<file path="config.mk">
export PLATFORM = sky130hd
export DESIGN_NAME = rc_position_mapper
export DESIGN_NICKNAME = d
export VERILOG_FILES = /design/src/rtl/rc_position_mapper.sv
export SDC_FILE = /design/constraint.sdc
export NUM_CORES = 1
export LEC_CHECK = 0
export CELL_PAD_IN_SITES_DETAIL_PLACEMENT = 0
export CELL_PAD_IN_SITES_GLOBAL_PLACEMENT = 1
export CORE_UTILIZATION = 35
export CTS_CLUSTER_SIZE = 24
export DETAILED_ROUTE_END_ITERATION = 6
export GPL_TIMING_DRIVEN = 0
export PLACE_DENSITY = 0.74
export SLEW_MARGIN = 20
export SYNTH_ARGS = -nofsm -noshare
export SYNTH_HDL_FRONTEND = slang
export SYNTH_SLANG_ARGS = --single-unit
</file>
<file path="constraint.sdc">
create_clock -name clock -period 9.55 [get_ports clock]
set_input_delay 1.4325 -clock clock [delete_from_list [all_inputs] [get_ports clock]]
set_output_delay 1.4325 -clock clock [all_outputs]
set_load 0.05 [all_outputs]
</file>
<file path="src/rtl/rc_position_mapper.sv">
// rc_position_mapper
// Turns RC channel updates (channels 0..3) into four slew-limited Dynamixel
// goal positions and paces sync-write frames at a fixed period. Frames are
// suppressed while the radio link is considered lost.
module rc_position_mapper #(
  parameter int unsigned clocks_per_update = 2000,
  parameter int unsigned timeout_clocks    = 1000000,
  parameter int unsigned channel_center    = 992,
  parameter int unsigned scale             = 40,
  parameter int unsigned pos_center        = 2048,
  parameter int unsigned pos_min           = 0,
  parameter int unsigned pos_max           = 4095,
  parameter int unsigned max_step          = 16
) (
  input  logic        clock,
  input  logic        reset_n,
  input  logic        channel_changed,
  input  logic [3:0]  channel_index,
  input  logic [10:0] channel_value,
  input  logic        writer_busy,
  output logic        send,
  output logic [31:0] position1,
  output logic [31:0] position2,
  output logic [31:0] position3,
  output logic [31:0] position4,
  output logic        failsafe
);

  localparam int PERIOD_W  = (clocks_per_update > 1) ? $clog2(clocks_per_update) : 1;
  localparam int TIMEOUT_W = $clog2(timeout_clocks + 1);
  localparam logic [PERIOD_W-1:0]  PERIOD_LAST   = PERIOD_W'(clocks_per_update - 1);
  localparam logic [TIMEOUT_W-1:0] TIMEOUT_LIMIT = TIMEOUT_W'(timeout_clocks);
  localparam logic [11:0]          POS_CENTER12  = 12'(pos_center);
  localparam logic signed [12:0]   STEP_HI       = 13'(max_step);
  localparam logic signed [12:0]   STEP_LO       = -STEP_HI;
  localparam logic signed [20:0]   CLAMP_LO      = 21'(pos_min);
  localparam logic signed [20:0]   CLAMP_HI      = 21'(pos_max);

  typedef enum logic [1:0] {ST_IDLE, ST_STEP, ST_WAIT, ST_SEND} state_t;

  state_t state_reg, state_next;

  // Target pipeline registers
  logic               s1_valid_reg;
  logic [3:0]         s1_index_reg;
  logic [10:0]        s1_value_reg;
  logic               s2_valid_reg;
  logic [3:0]         s2_index_reg;
  logic signed [19:0] s2_prod_reg;

  logic signed [11:0] diff_c;
  logic signed [19:0] prod_c;
  logic signed [19:0] shifted_c;
  logic signed [20:0] sum_c;
  logic [11:0]        tgt_value;
  logic               tgt_wr_en;

  // Timers and frame control
  logic [PERIOD_W-1:0]  period_cnt_reg;
  logic [TIMEOUT_W-1:0] timeout_cnt_reg;
  logic                 failsafe_reg;
  logic                 pending_reg;
  logic                 tick;
  logic                 frame_req;
  logic [1:0]           step_k_reg;
  logic                 step_en;

  // Per-channel state gathered into flat vectors for the STEP mux
  logic [47:0]        target_flat;
  logic [47:0]        pos_flat;
  logic [11:0]        cur_pos;
  logic [11:0]        cur_tgt;
  logic signed [12:0] step_delta;
  logic [11:0]        step_pos;

  // Stage 1: capture the strobe, stage 2: register the scaled offset
  always_ff @(posedge clock or negedge reset_n) begin
    if (!reset_n) begin
      s1_valid_reg <= 1'b0;
      s1_index_reg <= '0;
      s1_value_reg <= '0;
      s2_valid_reg <= 1'b0;
      s2_index_reg <= '0;
      s2_prod_reg  <= '0;
    end else begin
      s1_valid_reg <= channel_changed;
      s1_index_reg <= channel_index;
      s1_value_reg <= channel_value;
      s2_valid_reg <= s1_valid_reg;
      s2_index_reg <= s1_index_reg;
      s2_prod_reg  <= prod_c;
    end
  end

  // Offset from center times gain, then recenter, shift out the Q4 fraction and clamp
  always_comb begin
    diff_c    = $signed({1'b0, s1_value_reg}) - $signed(12'(channel_center));
    prod_c    = $signed({{8{diff_c[11]}}, diff_c}) * $signed(20'(scale));
    shifted_c = s2_prod_reg >>> 4;
    sum_c     = $signed(21'(pos_center)) + $signed({shifted_c[19], shifted_c});
    if (sum_c < CLAMP_LO) begin
      tgt_value = 12'(pos_min);
    end else if (sum_c > CLAMP_HI) begin
      tgt_value = 12'(pos_max);
    end else begin
      tgt_value = sum_c[11:0];
    end
    tgt_wr_en = s2_valid_reg && (s2_index_reg < 4'd4);
  end

  // Free-running frame period counter; tick marks the wrap
  always_ff @(posedge clock or negedge reset_n) begin
    if (!reset_n) begin
      period_cnt_reg <= '0;
    end else if (tick) begin
      period_cnt_reg <= '0;
    end else begin
      period_cnt_reg <= period_cnt_reg + PERIOD_W'(1);
    end
  end

  assign tick      = (period_cnt_reg == PERIOD_LAST);
  assign frame_req = tick || pending_reg;

  // Link watchdog: any strobe restarts it and clears failsafe, expiry sets failsafe
  always_ff @(posedge clock or negedge reset_n) begin
    if (!reset_n) begin
      timeout_cnt_reg <= '0;
      failsafe_reg    <= 1'b1;
    end else if (channel_changed) begin
      timeout_cnt_reg <= '0;
      failsafe_reg    <= 1'b0;
    end else if (timeout_cnt_reg != TIMEOUT_LIMIT) begin
      timeout_cnt_reg <= timeout_cnt_reg + TIMEOUT_W'(1);
      if (timeout_cnt_reg == TIMEOUT_LIMIT - TIMEOUT_W'(1)) begin
        failsafe_reg <= 1'b1;
      end
    end
  end

  // Remember one tick that arrives while a frame is in progress; IDLE consumes it
  always_ff @(posedge clock or negedge reset_n) begin
    if (!reset_n) begin
      pending_reg <= 1'b0;
    end else if (state_reg == ST_IDLE) begin
      pending_reg <= 1'b0;
    end else if (tick) begin
      pending_reg <= 1'b1;
    end
  end

  // FSM state register
  always_ff @(posedge clock or negedge reset_n) begin
    if (!reset_n) begin
      state_reg <= ST_IDLE;
    end else begin
      state_reg <= state_next;
    end
  end

  // FSM next-state logic
  always_comb begin
    state_next = state_reg;
    case (state_reg)
      ST_IDLE: if (frame_req && !failsafe_reg) state_next = ST_STEP;
      ST_STEP: if (step_k_reg == 2'd3) state_next = ST_WAIT;
      ST_WAIT: if (!writer_busy) state_next = ST_SEND;
      ST_SEND: state_next = ST_IDLE;
      default: state_next = ST_IDLE;
    endcase
  end

  // FSM outputs
  always_comb begin
    send    = (state_reg == ST_SEND);
    step_en = (state_reg == ST_STEP);
  end

  // Output slot counter: walks 0..3 during STEP, parked at 0 otherwise
  always_ff @(posedge clock or negedge reset_n) begin
    if (!reset_n) begin
      step_k_reg <= '0;
    end else if (step_en) begin
      step_k_reg <= step_k_reg + 2'd1;
    end else begin
      step_k_reg <= '0;
    end
  end

  // Move the selected position toward its target by at most max_step
  always_comb begin
    cur_pos    = pos_flat[32'(step_k_reg) * 12 +: 12];
    cur_tgt    = target_flat[32'(step_k_reg) * 12 +: 12];
    step_delta = $signed({1'b0, cur_tgt}) - $signed({1'b0, cur_pos});
    if (step_delta > STEP_HI) begin
      step_pos = cur_pos + 12'(max_step);
    end else if (step_delta < STEP_LO) begin
      step_pos = cur_pos - 12'(max_step);
    end else begin
      step_pos = cur_tgt;
    end
  end

  genvar gi;
  generate
    for (gi = 0; gi < 4; gi++) begin : g_chan
      logic [11:0] target_reg;
      logic [11:0] pos_reg;

      // Target for this channel, written by the last pipeline stage
      always_ff @(posedge clock or negedge reset_n) begin
        if (!reset_n) begin
          target_reg <= POS_CENTER12;
        end else if (tgt_wr_en && (s2_index_reg[1:0] == 2'(gi))) begin
          target_reg <= tgt_value;
        end
      end

      // Goal position for this channel, changed only in its STEP slot
      always_ff @(posedge clock or negedge reset_n) begin
        if (!reset_n) begin
          pos_reg <= POS_CENTER12;
        end else if (step_en && (step_k_reg == 2'(gi))) begin
          pos_reg <= step_pos;
        end
      end

      assign target_flat[gi*12 +: 12] = target_reg;
      assign pos_flat[gi*12 +: 12]    = pos_reg;
    end
  endgenerate

  assign position1 = {20'b0, pos_flat[11:0]};
  assign position2 = {20'b0, pos_flat[23:12]};
  assign position3 = {20'b0, pos_flat[35:24]};
  assign position4 = {20'b0, pos_flat[47:36]};
  assign failsafe  = failsafe_reg;

endmodule

</file>
After elaboration in Yosys (flattened, before gate mapping):

Cells that the tools add are included.

* flip-flop bits (word level): 170
* input bits: 19
* output and inout bits: 130
* word-level logic and storage cells: 89

* add/sub/neg operators: 8
* multipliers: 2
* magnitude comparators: 5
* equal/unequal tests: 15
* shifts and indexed selects: 2
* mux-type cells: 17
* reduce and logical (&&, ||, !) cells: 20

Operators by type and width (number)
* $shiftx A48 B7 Y12: 2
* $mux W12: 4
* $mux W20: 2
* $add A20 B1 Y20 const B: 1
* $eq A20 B20 Y1 const B: 1
* $ne A20 B20 Y1 const B: 1
* $add A13 B15 Y16 const A: 1
* $gt A16 B13 Y1 const B: 1
* $lt A16 B1 Y1 const B: 1
* $mul A12 B4 Y16 const B: 1
* $gt A13 B6 Y1 const B: 1
* $lt A13 B5 Y1 const B: 1
* $sub A12 B12 Y13: 1
* $add A12 B5 Y12 const B: 1
* $eq A2 B2 Y1 const B: 6
* $sub A11 B10 Y12 const B: 1
* $sub A12 B5 Y12 const B: 1
* $add A11 B1 Y11 const B: 1
* $eq A11 B11 Y1 const B: 1
* $mux W11: 1
* $logic_and A1 B1 Y1: 10
* $mux W2: 4
* $pmux W2 S4: 1
* $eq A2 B1 Y1 const B: 3
* other kinds (12): 21

Longest topological paths before layout:

* depth after elaboration: 6
* mapped depth: 16
* depth with buffers taken out: 13

Worst setup path before layout:

Ideal clock, no wire load.

* kind: reg2reg
* start: reg step_k_reg[0]
* end: reg g_chan[0].pos_reg[7]
* setup time: 0.101 ns
* arrival: 4.588 ns
* data required time: 9.449 ns
* path slack: 4.861 ns
* cell stages (with the launch flop): 15
* path buffers: 3
* period minus slack after synthesis: 4.689 ns
* cells stage by stage: dfrtp_1 buf_2 buf_1 buf_2 mux4_2 ha_1 fa_1 nand2b_1 a211oi_2 a2bb2oi_1 nand4_1 nor4b_4 a21oi_1 a211o_1 o32ai_1

* longest elaborated chain between the ends: 6
* elaborated cells between the ends (all ways): 12
* classes of those cells: 3 x add/sub; 1 x mul; 2 x order compare; 2 x shift; 2 x mux; 2 x reduce/logical

RTL lines
* start: declaration: RTL line 65 `logic [1:0] step_k_reg;`
* start signal: assignment: RTL line 184 `step_k_reg <= step_k_reg + 2'd1;`
* $mul A2 B2 Y4: RTL line 192, 193
* $shiftx A48 B7 Y12 (on tied branches): RTL line 193, 192
* $sub A12 B12 Y13: RTL line 194 `step_delta = $signed({1'b0, cur_tgt}) - $signed({1'b0, cur_pos});`
* $lt A13 B5 Y1: RTL line 197 `end else if (step_delta < STEP_LO) begin`
* $mux W12: RTL line 197
* $mux W12: RTL line 195 `if (step_delta > STEP_HI) begin`
* end signal: assignment: RTL line 224 `pos_reg <= step_pos;`
* end: declaration: RTL line 208 `logic [11:0] pos_reg;`

Several ways; a longest one is shown, not always the timed one.
A chain may end at the register's enable or synchronous reset.

Worst setup path after layout:

* start: reg step_k_reg[1]
* end: reg g_chan[0].pos_reg[4]

Same word-level chain as after synthesis.

==> impl_metrics.yaml <==
sta:
  finalSetupTns_ns: 0
  hold_violations: 0
  max_freq_mhz: 160
  rsz0062_at_grt: "false"
  finalWorstSetupSlack_ns: 3.29
  setup_viol: 0
  finalMaxSlewViolations: 0
  relSlewSlack_pct: 40.4
  tightestPinTransition_ns: 0.893
  min_period_ns: 6.26
  finalCritPeriodShare_pct: 65.6
  finalClockSkew_ns: 0.0127
cts:
  h-tree-depth: 4
  cts_tree: "done"
  cts_setup_buffers: 0
  numCtsBuffers: 17
  root_buffer: "clkbuf_16"
  cts.sink_count: 169
  hold_buffers: 0
  clock_latency_ns: 0.43
  clkSlewWorstSetupHoldPaths_ns: 0.07
  ctsResizeCount: 0
  clockBufferDepth: 2
place:
  place_inst: 1437
  placed_area_um2: 11100
  hpwl_um: 17000
  gp_congestion: 0.836
  port_buffers: 68
  dp_slack_ns: 3.35
global_routing:
  grt_pass1_wl_um: 36900
  grt_util_met1_pct: 23.2
  grt_max_degree: 93
  first_global_vias: 6838
  busiest_layer: "met2"
  grt_use_met3_pct: 3.60
  antenna_found_initial: 0
  track_usage_pct: 16.6
  overflow: 0
  use_met2_pct: 25.9
die:
  die_h_um: 168
  initial_core_util_pct: 35.7
  core_um2: 27000
  die_w_um: 168
  fp.dieArea_um2: 28200
  rows: 60
  ios: 149
drt:
  drc: 0
  drt.antenna.violating_nets: 0
  num_vias: 7316
  wl_per_cell_um: 15.6
  drtIter0Drc: 497
  drt_pre_antenna_iters: 5
  drt-total-wl_um: 22900
  avgViaCountPerCell: 4.98
worst_hold_path:
  holdPathStages: 0
  min_path_type: "reg2reg"
logic_synthesis:
  synth_cell_types: 64
  ys_seq_area_share_pct: 44.0
  synth_area_um2: 9650
  async_flop_share_pct: 100
  yosys-top-cells-area: "dfrtp_1, ha_1, buf_4"
  yosysTopAreaCell: "dfrtp_1"
  synth.most_common_cell: "dfrtp_1"
  synthTopCellsByCount: "dfrtp_1, nor2_1, buf_4"
  synth_edf_count: 0
  synth_cells: 948
  synthFlopType: "dfrtp_1"
  ys_warn_count: 0
  synth_top_area_share_pct: 41.5
  avgSynthCellArea_um2: 10.2
  ys_ff_latch: 169
worst_setup_path:
  crit_path_start_kind: "register"
  crit_path_end: "g_chan[0].pos_reg[4]"
  setup.worst_path.end_class: "register"
  reg2reg_depth: 14
  crit_type: "reg2reg"
  crit_fanout: 10
  startpoint: "step_k_reg[1]"
  rrSetupSlack_ns: 3.29
  worst_r2r_endpoint: "g_chan[0].pos_reg[4]"
  r2r-start: "step_k_reg[1]"
  crit_required_ns: 9.90
  cp.arrival_ns: 6.61
final_layout:
  final_cells: 1469
  finalCoreUtilization_pct: 43.2
  final_area_um2: 11700
  n_fill_cell: 2649
  nets: 1186
  drive_above_1_share_pct: 16.6
  syn_to_final_growth_pct: 21.0
  n_antenna_cell: 0
power_and_ir_drop:
  p_leak_nw: 5.21
  cellPowerDensity_nw_per_um2: 376
  peakVddDrop_mv: 0.210
flow_run:
  drv_cap: 0
status:
  status: "completed"
worst max-delay path: stages, from the launching register on:
cell and delay (ns):
dfrtp_1 0.41, clkbuf_1 0.54, clkbuf_1 0.71, buf_1 0.65
mux4_2 0.46, ha_1 0.24, fa_1 0.40, nand2b_1 0.19
a211oi_2 0.44, o21a_1 0.22, o211ai_1 0.34, or2_2 0.44
nor3_2 0.41, o21ai_0 0.42, a31oi_1 0.29
cell families after synthesis:
kind of cell | after synthesis | share of synthesized area, %
xor+xnor | 43 | 3.90
compound gates | 205 | 13.7
simple gates | 266 | 13.2
mux | 55 | 8.92
other cells | 1 | 0.0389
fa+ha+maj | 52 | 6.90
flops | 169 | 44.0
buf+inv | 157 | 9.31
metrics by stage:
stage	power [mW]	hold WS (ns)
final	4.39	0.350
after global routing	4.68	0.355
after CTS	4.39	0.352
after detailed placement	3.68	0.337
after global placement	3.66	0.334
after floorplan	2.98	0.331
final cells by class:
class,instances,area [um^2],share of cell area [%]
Clock buffer,21,450,3.86
Tap cell,341,427,3.66
Buffer,118,752,6.44
Clock inverter,11,136,1.17
Multi-Input combinational cell,701,4800,41.2
Inverter,39,146,1.25
Sequential cell,169,4240,36.3
Timing Repair Buffer,69,713,6.11
worst min-delay path by stage:
stage                          from               to
floorplan           s1_index_reg[0]  s2_index_reg[0]
global placement       s1_valid_reg     s2_valid_reg
detailed placement  s1_index_reg[3]  s2_index_reg[3]
CTS                    s1_valid_reg     s2_valid_reg
global route        s1_index_reg[1]  s2_index_reg[1]
finish                 s1_valid_reg     s2_valid_reg
placed cells by master, fill, tap and decap left out, types with 4 or more instances in the layout:
cell type	instances
a221oi_1	7
a311o_1	4
xor2_1	14
clkbuf_1	32
o21bai_1	5
nor3_1	8
a21o_1	5
or3_1	8
and3_1	14
mux4_2	22
a21oi_1	30
ha_1	50
buf_4	80
nor2_1	98
nand2_1	54
inv_1	39
clkdlybuf4s50_1	67
mux2i_1	5
conb_1	80
nand3_1	37
o211ai_1	7
a211oi_1	4
nand4_1	8
o32ai_1	4
xnor2_1	29
and2_1	7
clkbuf_16	17
mux2_2	28
o21ai_0	59
buf_2	7
o21a_1	15
dfrtp_1	160
a22oi_1	4
a31oi_1	45
nand2b_1	5
dfstp_2	9
nor2b_1	6
report_power, final:
group	internal, mW	leakage (nW)	switching, mW	total (mW)
clock	0.397	0.285	0.297	0.694
combinational	0.951	2.86	1.67	2.62
sequential	0.930	2.06	0.151	1.08
routing by layer:
metal  vias to the layer above  part of all wire, %
met1                      3512                   47
met5                         -                    0
met3                        20                  5.6
met4                         0                  1.2
met2                       218                   46
li1                       3566                    -
(Power assumes the default switching activity.)
